## config.mk

```make
export PLATFORM = sky130hd
export DESIGN_NAME = debounce_pulse_multi
export DESIGN_NICKNAME = d
export VERILOG_FILES = /design/src/rtl/debounce_pulse_multi.sv
export SDC_FILE = /design/constraint.sdc
export NUM_CORES = 1
export LEC_CHECK = 0
export ABC_CLOCK_PERIOD_IN_PS = 23900
export CAP_MARGIN = 20
export CELL_PAD_IN_SITES_DETAIL_PLACEMENT = 1
export CELL_PAD_IN_SITES_GLOBAL_PLACEMENT = 2
export CORE_ASPECT_RATIO = 0.75
export CORE_MARGIN = 2
export CORE_UTILIZATION = 25
export DETAILED_ROUTE_END_ITERATION = 6
export GPL_ROUTABILITY_DRIVEN = 0
export GPL_TIMING_DRIVEN = 0
export PLACE_DENSITY_LB_ADDON = 0.25
export SLEW_MARGIN = 5
export SYNTH_ARGS = -nofsm -noshare
export SYNTH_HDL_FRONTEND = slang
export SYNTH_SLANG_ARGS = --single-unit
```

## constraint.sdc

```tcl
create_clock -name CLKFPGA -period 23.9 [get_ports CLKFPGA]
set_input_delay 3.585 -clock CLKFPGA [delete_from_list [all_inputs] [get_ports CLKFPGA]]
set_output_delay 3.585 -clock CLKFPGA [all_outputs]
set_load 0.005 [all_outputs]
```

## src/rtl/debounce_pulse_multi.sv

```systemverilog
// Multi-channel switch debouncer: per-channel 2-flop sync, stable-time filter,
// and one-cycle press / release / auto-repeat pulses in the CLKFPGA domain.
module debounce_pulse_multi #(
    parameter int unsigned CHANNELS        = 4,
    parameter int unsigned DEBOUNCE_CYCLES = 500000,
    parameter int unsigned REPEAT_DELAY    = 25000000,
    parameter int unsigned REPEAT_PERIOD   = 5000000,
    parameter int unsigned CNT_W           = 26,
    parameter bit          ACTIVE_LOW      = 1'b0
) (
    input  logic                CLKFPGA,
    input  logic                Reset,
    input  logic [CHANNELS-1:0] Chave,
    input  logic [CHANNELS-1:0] RepeatEn,
    output logic [CHANNELS-1:0] Debounced,
    output logic [CHANNELS-1:0] Pulse,
    output logic [CHANNELS-1:0] Release
);

    localparam logic [CNT_W-1:0] DB_LAST = CNT_W'(DEBOUNCE_CYCLES - 1);
    localparam logic [CNT_W-1:0] RD_LAST = CNT_W'(REPEAT_DELAY - 1);
    localparam logic [CNT_W-1:0] RP_LAST = CNT_W'(REPEAT_PERIOD - 1);

    typedef enum logic [1:0] {
        IDLE   = 2'd0,
        DELAY  = 2'd1,
        REPEAT = 2'd2
    } state_t;

    logic [CHANNELS-1:0] raw;
    logic [CHANNELS-1:0] sync1;
    logic [CHANNELS-1:0] sync2;

    assign raw = Chave ^ {CHANNELS{ACTIVE_LOW}};

    always_ff @(posedge CLKFPGA or posedge Reset) begin
        if (Reset) begin
            sync1 <= '0;
            sync2 <= '0;
        end else begin
            sync1 <= raw;
            sync2 <= sync1;
        end
    end

    for (genvar ch = 0; ch < CHANNELS; ch++) begin : g_ch
        logic             deb_q;
        logic             pulse_q;
        logic             rel_q;
        logic [CNT_W-1:0] db_cnt;
        logic [CNT_W-1:0] timer;
        state_t           state;
        logic             accept;
        logic             rise;
        logic             fall;

        // Level change is accepted on the same edge the FSM reacts to it,
        // so Pulse/Release line up with the Debounced transition.
        assign accept = (sync2[ch] != deb_q) && (db_cnt == DB_LAST);
        assign rise   = accept & sync2[ch];
        assign fall   = accept & ~sync2[ch];

        assign Debounced[ch] = deb_q;
        assign Pulse[ch]     = pulse_q;
        assign Release[ch]   = rel_q;

        always_ff @(posedge CLKFPGA or posedge Reset) begin
            if (Reset) begin
                deb_q  <= 1'b0;
                db_cnt <= '0;
            end else if (sync2[ch] == deb_q) begin
                db_cnt <= '0;
            end else if (db_cnt == DB_LAST) begin
                deb_q  <= sync2[ch];
                db_cnt <= '0;
            end else begin
                db_cnt <= db_cnt + CNT_W'(1);
            end
        end

        always_ff @(posedge CLKFPGA or posedge Reset) begin
            if (Reset) begin
                state   <= IDLE;
                timer   <= '0;
                pulse_q <= 1'b0;
                rel_q   <= 1'b0;
            end else begin
                pulse_q <= 1'b0;
                rel_q   <= 1'b0;
                case (state)
                    IDLE: begin
                        if (rise) begin
                            pulse_q <= 1'b1;
                            timer   <= '0;
                            state   <= DELAY;
                        end
                    end
                    DELAY: begin
                        if (fall) begin
                            rel_q <= 1'b1;
                            timer <= '0;
                            state <= IDLE;
                        end else if (!RepeatEn[ch]) begin
                            timer <= '0;
                        end else if (timer == RD_LAST) begin
                            pulse_q <= 1'b1;
                            timer   <= '0;
                            state   <= REPEAT;
                        end else begin
                            timer <= timer + CNT_W'(1);
                        end
                    end
                    REPEAT: begin
                        // Release takes priority over a coincident repeat expiry.
                        if (fall) begin
                            rel_q <= 1'b1;
                            timer <= '0;
                            state <= IDLE;
                        end else if (!RepeatEn[ch]) begin
                            timer <= '0;
                            state <= DELAY;
                        end else if (timer == RP_LAST) begin
                            pulse_q <= 1'b1;
                            timer   <= '0;
                        end else begin
                            timer <= timer + CNT_W'(1);
                        end
                    end
                    default: begin
                        timer <= '0;
                        state <= IDLE;
                    end
                endcase
            end
        end
    end

endmodule

```

==> impl_metrics.tcl <==
set metrics [dict create \
    ys_seq_area_frac 0.452 \
    syn_area_sq_mm 0.0131 \
    post_drt_via_cell_ratio 4.98 \
    place_ws_ps 18170 \
    yosysTopAreaCell "dfrtp_1" \
    yosys_register_bits 236 \
    tns_ps 0 \
    clk_latency_ps 590 \
    dieArea_sq_mm 0.0542 \
    crit_type "reg2out" \
    htree_levels 1 \
    post_drt_wl_per_cell_um 16.3 \
    drive_gt1_frac 0.0687 \
    crit_required_ps 20320 \
    drtIter0Drc 511 \
    power_density_mw_per_mm2 62.8 \
    syn_area_per_cell_sq_um 9.10 \
    cp_max_fo 5 \
    cts_tree "done" \
    port_buffers 21 \
    finalSetupViolCount 0 \
    cts_root_buf "clkbuf_16" \
    grt_usage 0.137 \
    fmax_ghz 0.193 \
    fillCellCount 5947 \
    grt_overflow_total 0 \
    firstDrtPassIters 4 \
    irDropWorstVdd_v 0.0000386 \
    start_util 0.253 \
    tightest_slew_ps 803 \
    arrival_ps 1600 \
    coreArea_sq_mm 0.0516 \
    synth_top_area_share 0.452 \
    max_cap_viol_count 0 \
    ys_top_cells_by_area "dfrtp_1 45%, nand2_1 4.6%, nor2_1 4.5%" \
    cts_buffers 29 \
    yosysWarnings 0 \
    synth-edff-count 0 \
    ant_nets 0 \
    synth_common_cells "236 x dfrtp_1, 159 x nand2_1, 156 x nor2_1" \
    fin_nets 1526 \
    synth.distinct_cells 71 \
    num_vias 11000 \
    fp.dieW_um 268 \
    cp-start-kind "register" \
    min_period_over_period 0.217 \
    clock_sinks 236 \
    max-slew-margin-rel 0.465 \
    dp_hpwl_um 25000 \
    syn2layout_area_growth_pct 15.9 \
    cts_buffer_depth 3 \
    fin_crit_ps 5190 \
    drt-total-wl_um 36200 \
    netlist_instances 1436 \
    cts_resized 0 \
    rsz0062_at_grt "no" \
    num_rows 72 \
    report.final.slew_viol_count 0 \
    clkTransAtPathRegs_ps 60 \
    grt_antenna_before_repair 0 \
    grt_max_degree 94 \
    drcViolationCount 0 \
    hold_buffers 0 \
    pin_count 22 \
    grt_pass1_vias 11400 \
    hold_path_class "reg2reg" \
    die_h_um 202 \
    synth.net_count 1470 \
    crit_path_end_kind "primary output" \
    postCtsSetupRepairBufs 0 \
    status "complete, no violations" \
    skew_ps 32.0 \
    async_flop_share 1.00 \
    synth_most_common_cell "dfrtp_1" \
    p_leak_nw 6.08 \
    synthFlopType "dfrtp_1" \
    finalHoldViolCount 0 \
    grt_pass1_wl_um 61400 \
    antenna_cells 0 \
    setup_ws_ps 18710 \
]
==> stage by stage <==
step	instance area, sq um	hold WS [ps]	std cells	power [W]	util
floorplan	13100	331	1436	0.000486	-
global placement	14200	333	2160	0.000520	0.274
detailed placement	14200	340	2164	0.000522	0.276
CTS	15200	354	2216	0.000977	0.294
global route	15200	363	2216	0.00101	0.294
finish	15200	351	2216	0.000952	0.294
==> sequential cells by signal, summed over array words and instances (netlist names) <==
name          cells
g_ch.rel_q        4
sync2             4
g_ch.db_cnt     104
sync1             4
g_ch.timer      104
g_ch.deb_q        4
g_ch.state        8
g_ch.pulse_q      4
==> kinds of logic after synthesis <==
family	Yosys count	share of synthesized area
DFF	236	0.452
muxes	10	0.00852
adders and majority gates	24	0.0230
AOI/OAI and AO/OA	223	0.125
buffers and inverters	111	0.0366
xor gates and xnor gates	87	0.0583
and+or+nand+nor	745	0.297
==> final timing paths <==
kind                              startpoint            endpoint  slack (ps)  cells past startpoint
max                            g_ch[2].deb_q        Debounced[2]       18710                      2
min                                 sync1[2]            sync2[2]         350                      0
max reg2reg                g_ch[1].db_cnt[6]    g_ch[1].timer[8]       20780                      6
min reg2reg                         sync1[2]            sync2[2]         350                      0
max in group asynchronous              Reset  g_ch[3].db_cnt[10]       19170                      4
min in group asynchronous              Reset     g_ch[0].pulse_q        3480                      2
==> placed cells by master, fill, tap and decap left out, drive strengths merged, types with 27 or more instances in the layout <==
cell type	count
xor2	57
dfrtp	236
nor3	27
nand3	110
nor2	156
clkbuf	83
buf	30
and3	30
o21ai	51
or3	35
nand2	159
nand4	73
xnor2	30
inv	44
and2	31
==> metal layers <==
metal  wire, um  track usage  vias up
li1           -            -     5332
met1      19500        0.209     5596
met2      15200        0.203       74
met3        816       0.0201       41
met4        662       0.0273        0
met5          0            0        -
==> report_power, final <==
part / internal [W] / switching [W] / total [W]
registers: 0.000406 / 0.00000641 / 0.000412
clock network: 0.000256 / 0.000183 / 0.000439
logic: 0.0000306 / 0.0000709 / 0.000101
==> worst max-delay path, stage by stage (launching register included) <==
cell and delay, ps:
dfrtp_1 410, buf_4 130, clkdlybuf4s50_1 490
==> layout make-up <==
cell class	instances	area (sq um)	area share
plain buffers	68	317	0.0209
clock buffers	41	811	0.0535
clock inverters	11	111	0.00735
inverters	43	169	0.0111
multi-input cells	1089	6690	0.441
flip-flops and latches	236	5910	0.390
well taps	703	880	0.0580
repair buffers	25	275	0.0182
No activity file was read; power rests on OpenSTA's default activity.
